### src/rtl/ram_fifo_ctrl_pkg.sv
// Shared defaults and FSM state encoding for the RAM-backed FIFO controller.
package ram_fifo_ctrl_pkg;

  localparam int DEF_DATA_W = 8;
  localparam int DEF_ADDR_W = 2;
  localparam int DEF_DEPTH  = 4;

  typedef enum logic [1:0] {
    EMPTY_OUT = 2'd0,
    RD_PEND   = 2'd1,
    OUT_VALID = 2'd2
  } state_e;

endpackage

### src/rtl/ram_fifo_ctrl_ram.sv
// Single-port RAM, one access per cycle, registered read data (1-cycle latency).
// Contents are never cleared; the controller tracks which entries are live.
module single_port_RAM
  import ram_fifo_ctrl_pkg::*;
#(
  parameter int DATA_W = DEF_DATA_W,
  parameter int ADDR_W = DEF_ADDR_W
) (
  input  logic              clk,
  input  logic              wr_en,
  input  logic              rd_en,
  input  logic [DATA_W-1:0] data_in,
  input  logic [ADDR_W-1:0] address,
  output logic [DATA_W-1:0] data_out
);

  logic [DATA_W-1:0] mem_q [2**ADDR_W];

  always_ff @(posedge clk) begin
    if (wr_en) mem_q[address] <= data_in;
    if (rd_en) data_out <= mem_q[address];
  end

endmodule

### src/rtl/ram_fifo_ctrl.sv
// FIFO controller in front of a single-port RAM with a one-word output register.
// Reads and writes share the RAM port; a pending read always wins the port over a write.
module ram_fifo_ctrl
  import ram_fifo_ctrl_pkg::*;
#(
  parameter int DATA_W = DEF_DATA_W,
  parameter int ADDR_W = DEF_ADDR_W,
  parameter int DEPTH  = DEF_DEPTH
) (
  input  logic              clk,
  input  logic              rst,
  input  logic              in_valid,
  input  logic [DATA_W-1:0] in_data,
  output logic              in_ready,
  output logic              out_valid,
  output logic [DATA_W-1:0] out_data,
  input  logic              out_ready,
  output logic [2:0]        count,
  output logic              full,
  output logic              empty
);

  localparam logic [2:0] DEPTH_C = 3'(DEPTH);

  state_e            state_q, state_d;
  logic [ADDR_W-1:0] wr_ptr_q, wr_ptr_d;
  logic [ADDR_W-1:0] rd_ptr_q, rd_ptr_d;
  logic [2:0]        mem_cnt_q, mem_cnt_d;
  logic [DATA_W-1:0] out_data_q, out_data_d;

  logic              rd_issue;
  logic              wr_en;
  logic              rd_en;
  logic [ADDR_W-1:0] ram_addr;
  logic [DATA_W-1:0] ram_dout;

  // Refill the output stage whenever it is empty or is being drained this cycle.
  assign rd_issue = (mem_cnt_q != 3'd0) &&
                    ((state_q == EMPTY_OUT) || ((state_q == OUT_VALID) && out_ready));
  assign in_ready = (mem_cnt_q < DEPTH_C) && !rd_issue;
  assign wr_en    = in_valid && in_ready;
  assign rd_en    = rd_issue;
  assign ram_addr = rd_en ? rd_ptr_q : wr_ptr_q;

  single_port_RAM #(
    .DATA_W(DATA_W),
    .ADDR_W(ADDR_W)
  ) u_ram (
    .clk     (clk),
    .wr_en   (wr_en),
    .rd_en   (rd_en),
    .data_in (in_data),
    .address (ram_addr),
    .data_out(ram_dout)
  );

  always_comb begin
    wr_ptr_d  = wr_ptr_q;
    rd_ptr_d  = rd_ptr_q;
    mem_cnt_d = mem_cnt_q;
    if (wr_en) wr_ptr_d = wr_ptr_q + ADDR_W'(1);
    if (rd_en) rd_ptr_d = rd_ptr_q + ADDR_W'(1);
    case ({wr_en, rd_en})
      2'b10:   mem_cnt_d = mem_cnt_q + 3'd1;
      2'b01:   mem_cnt_d = mem_cnt_q - 3'd1;
      default: mem_cnt_d = mem_cnt_q;
    endcase
  end

  always_comb begin
    state_d    = state_q;
    out_data_d = out_data_q;
    case (state_q)
      EMPTY_OUT: begin
        if (rd_issue) state_d = RD_PEND;
      end
      RD_PEND: begin
        out_data_d = ram_dout;
        state_d    = OUT_VALID;
      end
      OUT_VALID: begin
        if (out_ready) state_d = rd_issue ? RD_PEND : EMPTY_OUT;
      end
      default: state_d = EMPTY_OUT;
    endcase
  end

  always_ff @(posedge clk) begin
    if (rst) begin
      state_q    <= EMPTY_OUT;
      wr_ptr_q   <= '0;
      rd_ptr_q   <= '0;
      mem_cnt_q  <= 3'd0;
      out_data_q <= '0;
    end else begin
      state_q    <= state_d;
      wr_ptr_q   <= wr_ptr_d;
      rd_ptr_q   <= rd_ptr_d;
      mem_cnt_q  <= mem_cnt_d;
      out_data_q <= out_data_d;
    end
  end

  assign out_valid = (state_q == OUT_VALID);
  assign out_data  = out_data_q;
  assign count     = mem_cnt_q + {2'b00, (state_q != EMPTY_OUT)};
  assign full      = (mem_cnt_q == DEPTH_C);
  assign empty     = (count == 3'd0);

endmodule

### config.mk
export PLATFORM = sky130hd
export DESIGN_NAME = ram_fifo_ctrl
export DESIGN_NICKNAME = d
export VERILOG_FILES = /design/src/rtl/ram_fifo_ctrl_pkg.sv /design/src/rtl/ram_fifo_ctrl_ram.sv /design/src/rtl/ram_fifo_ctrl.sv
export SDC_FILE = /design/constraint.sdc
export NUM_CORES = 1
export LEC_CHECK = 0
export CORE_MARGIN = 1
export CORE_UTILIZATION = 40
export CTS_CLUSTER_SIZE = 8
export DETAILED_ROUTE_END_ITERATION = 8
export PLACE_DENSITY = 0.66
export SYNTH_ARGS = -nofsm -noshare
export SYNTH_HDL_FRONTEND = slang
export SYNTH_SLANG_ARGS = --single-unit
### constraint.sdc
create_clock -name clk -period 3 [get_ports clk]
set_input_delay 0.6 -clock clk [delete_from_list [all_inputs] [get_ports clk]]
set_output_delay 0.6 -clock clk [all_outputs]
set_load 0.02 [all_outputs]
After elaboration in Yosys (flattened, before gate mapping)
Memories as Yosys holds them, arrays and structs flattened. A register that Yosys moved wholly into a read port is not among the register bits.
Cells that the tools add are included.
{ "word_totals": {"ramBits": 32, "input_bits": 12, "out_inout_bits": 15, "reg_bits": 17, "latchBits": 0, "rom_bits": 0, "memories": 1} }
{ "op_classes": {"order_cmp": 1, "eq_ne": 7, "n_reduce_logical": 12, "n_div": 0, "mul": 0, "muxes": 8, "bitwise": 0, "addsub": 5, "n_shift": 0} }
{ "mem_list": {"columns": ["memory", "words", "word_bits", "read_ports", "rd_ports_with_merged_regs", "wr", "line", "rtl"], "rows": [
  ["u_ram.mem_q", 4, 8, 1, 1, 1, "ram_fifo_ctrl_ram.sv:17", "logic [DATA_W-1:0] mem_q [2**ADDR_W];"]
]} }
{ "ops": {"columns": ["op", "count"], "rows": [
  ["2-bit two-way mux", 3],
  ["2-bit one-hot mux with 3 select lines", 1],
  ["3-bit one-hot mux with 2 select lines", 1],
  ["2-bit by 1-bit adder with 2-bit output, second input constant", 2],
  ["2-bit by 1-bit == test with 1-bit output, second input constant", 2],
  ["2-bit == test, second input constant", 2],
  ["1-bit logical AND", 4],
  ["2-bit nonzero test", 2],
  ["3-bit by 1-bit adder with 3-bit output", 1],
  ["3-bit by 1-bit adder with 3-bit output, second input constant", 1],
  ["3-bit == test, second input constant", 1],
  ["3-bit zero test", 1],
  ["3-bit less-than comparator, second input constant", 1],
  ["1-bit two-way mux", 3],
  ["3-bit nonzero test", 1],
  ["3-bit by 1-bit subtractor with 3-bit output, second input constant", 1],
  ["2-bit zero test", 1],
  ["2-bit by 1-bit inequality test with 1-bit output, second input constant", 1],
  ["2-bit inequality test, second input constant", 1],
  ["2-bit AND reduction", 1],
  ["1-bit zero test", 1],
  ["1-bit logical OR", 1]
]} }

Logic depth before layout (Yosys ltp)
{ "depth": {"word_depth": 9, "mapped_depth": 8, "depth_no_buf": 8} }

Modules after synthesis
From an unflattened synthesis, not the netlist that was laid out.
{ "unflattened": {"cells_unflattened": 156, "hier_area_um2": 2312.2} }
{ "modules_own_cells": {"columns": ["mod", "cells_per_inst", "area_per_inst_um2", "instances", "seq_area_each_um2"], "rows": [
  ["single_port_RAM", 54, 1440.1, 1, 1201.2],
  ["ram_fifo_ctrl", 102, 872.1, 1, 340.3]
]} }

Worst setup path before layout
Ideal clock, no wire load.
{ "synth_timing": {"kind": "in2reg", "start": "in out_ready", "end": "reg mem_cnt_q[2]", "path_stages": 8, "path_slack_ns": -0.071, "arrival_time_ns": 3.001, "required_ns": 2.930, "setup_time_ns": 0.070, "cell_sequence": "and2b_1 nor3_1 ha_1 inv_1 fa_1 xor2_1 or3_1 a21oi_1"} }
{ "synth_between": {"elab_chain_cells": 8} }
{ "synth_rtl": {"columns": ["element", "line", "rtl"], "rows": [
  ["from (decl)", "ram_fifo_ctrl.sv:17", "input logic out_ready,"],
  ["1-bit logical AND *", "ram_fifo_ctrl.sv:39", "((state_q == EMPTY_OUT) || ((state_q == OUT_VALID) && out_ready));"],
  ["1-bit logical OR *", "ram_fifo_ctrl.sv:39", null],
  ["1-bit logical AND *", "ram_fifo_ctrl.sv:38", "assign rd_issue = (mem_cnt_q != 3'd0) &&"],
  ["named net rd_en", "ram_fifo_ctrl.sv:33", "logic rd_en;"],
  ["1-bit zero test", "ram_fifo_ctrl.sv:40", "assign in_ready = (mem_cnt_q < DEPTH_C) && !rd_issue;"],
  ["1-bit logical AND", "ram_fifo_ctrl.sv:40", null],
  ["1-bit logical AND", "ram_fifo_ctrl.sv:41", "assign wr_en = in_valid && in_ready;"],
  ["2-bit by 1-bit == test with 1-bit output / 2-bit == test (equally long branches)", "ram_fifo_ctrl.sv:63", "case ({wr_en, rd_en})"],
  ["3-bit one-hot mux with 2 select lines / 2-bit nonzero test (equally long branches)", null, null],
  ["to (signal assigned)", "ram_fifo_ctrl.sv:99", "mem_cnt_q <= mem_cnt_d;"],
  ["to (decl)", "ram_fifo_ctrl.sv:28", "logic [2:0] mem_cnt_q, mem_cnt_d;"]
]} }
The timed path passes the listed nets; every way through them passes the cells marked *.
A chain may end at the register's enable or synchronous reset.

Worst setup path in the final report
{ "layout_timing": {"start": "reg state_q[1]", "end": "out empty"} }
{ "layout_between": {"elab_chain_cells": 3} }
{ "layout_rtl": {"columns": ["element", "line", "rtl"], "rows": [
  ["from (decl)", "ram_fifo_ctrl.sv:25", "state_e state_q, state_d;"],
  ["from (signal assigned)", "ram_fifo_ctrl.sv:96", "state_q <= state_d;"],
  ["2-bit nonzero test", "ram_fifo_ctrl.sv:106", "assign count = mem_cnt_q + {2'b00, (state_q != EMPTY_OUT)};"],
  ["3-bit by 1-bit adder with 3-bit output", "ram_fifo_ctrl.sv:106", null],
  ["3-bit zero test", "ram_fifo_ctrl.sv:108", "assign empty = (count == 3'd0);"],
  ["to (decl)", "ram_fifo_ctrl.sv:20", "output logic empty"]
]} }
No other way between the ends.

==> metrics <==
status=finished clean; initial antenna violation count=0; Critical Path Source Type=flip-flop; fmax=about 350 MHz; Post-synth EDFFs=40; Post-Place Worst Slack=about 0.045 ns; syn_area_per_cell=between 10 and 15 sq um; H-tree levels=3; Syn Nets=~200; cts hold-fix bufs=0; Max Cap Viol=0; Final Power=about 0.0033 W; Setup Crit Path Kind=reg -> out; PortBufs=26; postcts setup bufs=0; Final Core Density=a little over half; Filler cells=479; worst hold-check path type=reg -> reg; Final ANT Viol Nets=0; Post-Syn Area=~2400 sq um; via count=around 1600; most common cell after layout, fill and taps aside=edfxtp_1; Routed WL=between 4 and 5 mm; clock buffer depth=2; Seq/Total Area, Yosys=64.1%; WP buf/inv=1; final period utilization=~95%; worst skew pair latency=0.33 ns; Starting Density=a little over two fifths; CTS tree=done; CP Capture Type=output port; CTS Buf Count=9; endpoints failing setup=0; clk slew on worst S/H paths=approximately 0.060 ns; grt ovf=0; Max Clock Skew=0.00791 ns; ANT cells=0; Data required, critical path=about 2.4 ns; Slew HR=57.7%; largest net degree at the start of global routing=18; cell mode on critical path=ha_1; critical-path cell list=or2_2, ha_1, ha_1, nor3_1, clkdlybuf4s50_1; Top Family by Delay on Critical Path=buffers and inverters; global-route wire length before repair=about 7.2 mm; Post-DP HPWL=around 2.8 mm; post-DR wirelength/cell=between 10 and 15 um; via density per instance=between 5 and 6; Syn-to-layout area delta=24.9%; share of cells above drive strength 1=between 10% and 20%; Final WS setup=0.151 ns; die area=6330 sq um; RD Place Congestion=between 0.7 and 0.8; root buffer cell=clkbuf_8; initial drt markers=just over 80; Pleak=about 1 nW; Critical Path Fanout Max=6; clock sink count=57; Cells after Synth=188; synthesis-stage register bit count=57; RSZ-0062 raised after global routing=false; Top-Level Pins=27; critical path data arrival time=2.25 ns; setup_tns=0 ns; Distinct cells, synth=35; Final Slew Violations=0; Pwr Density=1080 nW/um^2; Hold Fails Final Rpt=0; Tightest Pin Transition=0.632 ns; post-layout min period=roughly 2.8 ns; Post-synth ARST share=0%; multi-input logic area=between 700 and 800 sq um; register area=approximately 1500 sq um; minimum hold slack=~0.46 ns; commonest register cell after synthesis=edfxtp_1; DRC=0; crit path max-delay cell type=clkdlybuf4s50_1; vias in the first global route=1454; FP Rows=27; max incr delay on CP=0.62 ns; peak supply drop=around 620 uV; post_cts resized=0; commonest non-fill, non-tap cells in the layout=40 x edfxtp_1, 26 x clkdlybuf4s50_1, 17 x dfxtp_1, 16 x a32oi_1, 16 x nand2_1; core footprint=approximately 5600 sq um; Die W=roughly 80 um; Pre-antenna DRT Iters=4; Syn. warnings=0; Layout Nets=243; global router's overall resource usage=16.1%; Die Span Y=about 80 um
[synthesized netlist by cell type, drive strengths merged (2+ instances only)]
master	instances	share of area (%)
a21oi	12	2.5
a32oi	16	5.8
buf	6	1.6
clkbuf	3	0.47
dfxtp	17	14
edfxtp	40	50
ha	3	1.6
inv	8	1.2
nand2	16	2.5
nand2b	3	0.78
nand3	9	2.1
nor2	8	1.2
nor2b	2	0.52
nor3	7	1.9
o21ai	18	4.1
o31ai	2	1.8
or3	3	0.99
xnor2	2	0.73
xor2	4	1.5
[routing by layer]
metal  vias to the layer above  wire [um]  GRT usage, %
met3                         7        235          6.86
met1                       761       2090          21.1
met5                         -          0             0
met4                         0         64          6.00
li1                        789          -             -
met2                        44       2040          23.7
[logic make-up (layout without fill, tap and decap cells)]
logic type	count (synthesis)	after routing	share of synthesized area [%]
AO/OA/AOI/OAI	50	50	16.1
XOR/XNOR	6	6	2.18
adder cells (fa/ha/maj)	4	4	2.39
buffers and inverters	17	61	3.33
flip-flops	57	57	64.1
AND/OR/NAND/NOR	54	54	11.9
[report_power, final]
group          switching (W)  total [W]  internal, W
sequential          0.000108    0.00121      0.00110
clock               0.000287   0.000750     0.000463
combinational       0.000742    0.00130     0.000558
total                0.00114    0.00326      0.00212
[final cells by class]
class	instances	area share, %
Sequential cell	57	51.3
Multi-Input combinational cell	114	26.3
Timing Repair Buffer	37	11.4
Clock buffer	10	4.25
Tap cell	72	3.00
Clock inverter	6	2.75
Inverter	8	1.00
[flip-flops by register name, summed over array words and instances (netlist names)]
signal          flops
mem_cnt_q           3
out_data            8
rd_ptr_q            2
state_q             2
u_ram.data_out      8
u_ram.mem_q        32
wr_ptr_q            2
[worst register-to-register path, cell delays in order (launching register included)]
cell and delay (ns):
dfxtp_1 0.49, nor3_4 0.13, o311ai_4 0.31, ha_1 0.24
inv_1 0.06, fa_1 0.37, xor2_1 0.15, or3_1 0.30
a21oi_1 0.14
[metrics by stage]
stage / area (sq um) / cells
after floorplan: 2410 / 188
after global placement: 2790 / 288
after detailed placement: 2790 / 288
after CTS: 3000 / 304
after global routing: 3000 / 304
final: 3000 / 304
[worst paths after layout]
| check | from | endpoint | slack, ns | cells after the start |
|---|---|---|---|---|
| worst min-delay path | out_data[7]$_SDFFE_PP0N_ | out_data[7]$_SDFFE_PP0N_ | 0.46 | 2 |
| worst max-delay path | state_q[1]$_SDFFE_PP0P_ | empty | 0.15 | 5 |
| worst min register to register | out_data[7]$_SDFFE_PP0N_ | out_data[7]$_SDFFE_PP0N_ | 0.46 | 2 |
| worst max register to register | mem_cnt_q[0]$_SDFFE_PP0P_ | mem_cnt_q[2]$_SDFFE_PP0P_ | 0.72 | 8 |
Power figures use the tool's default switching activity.
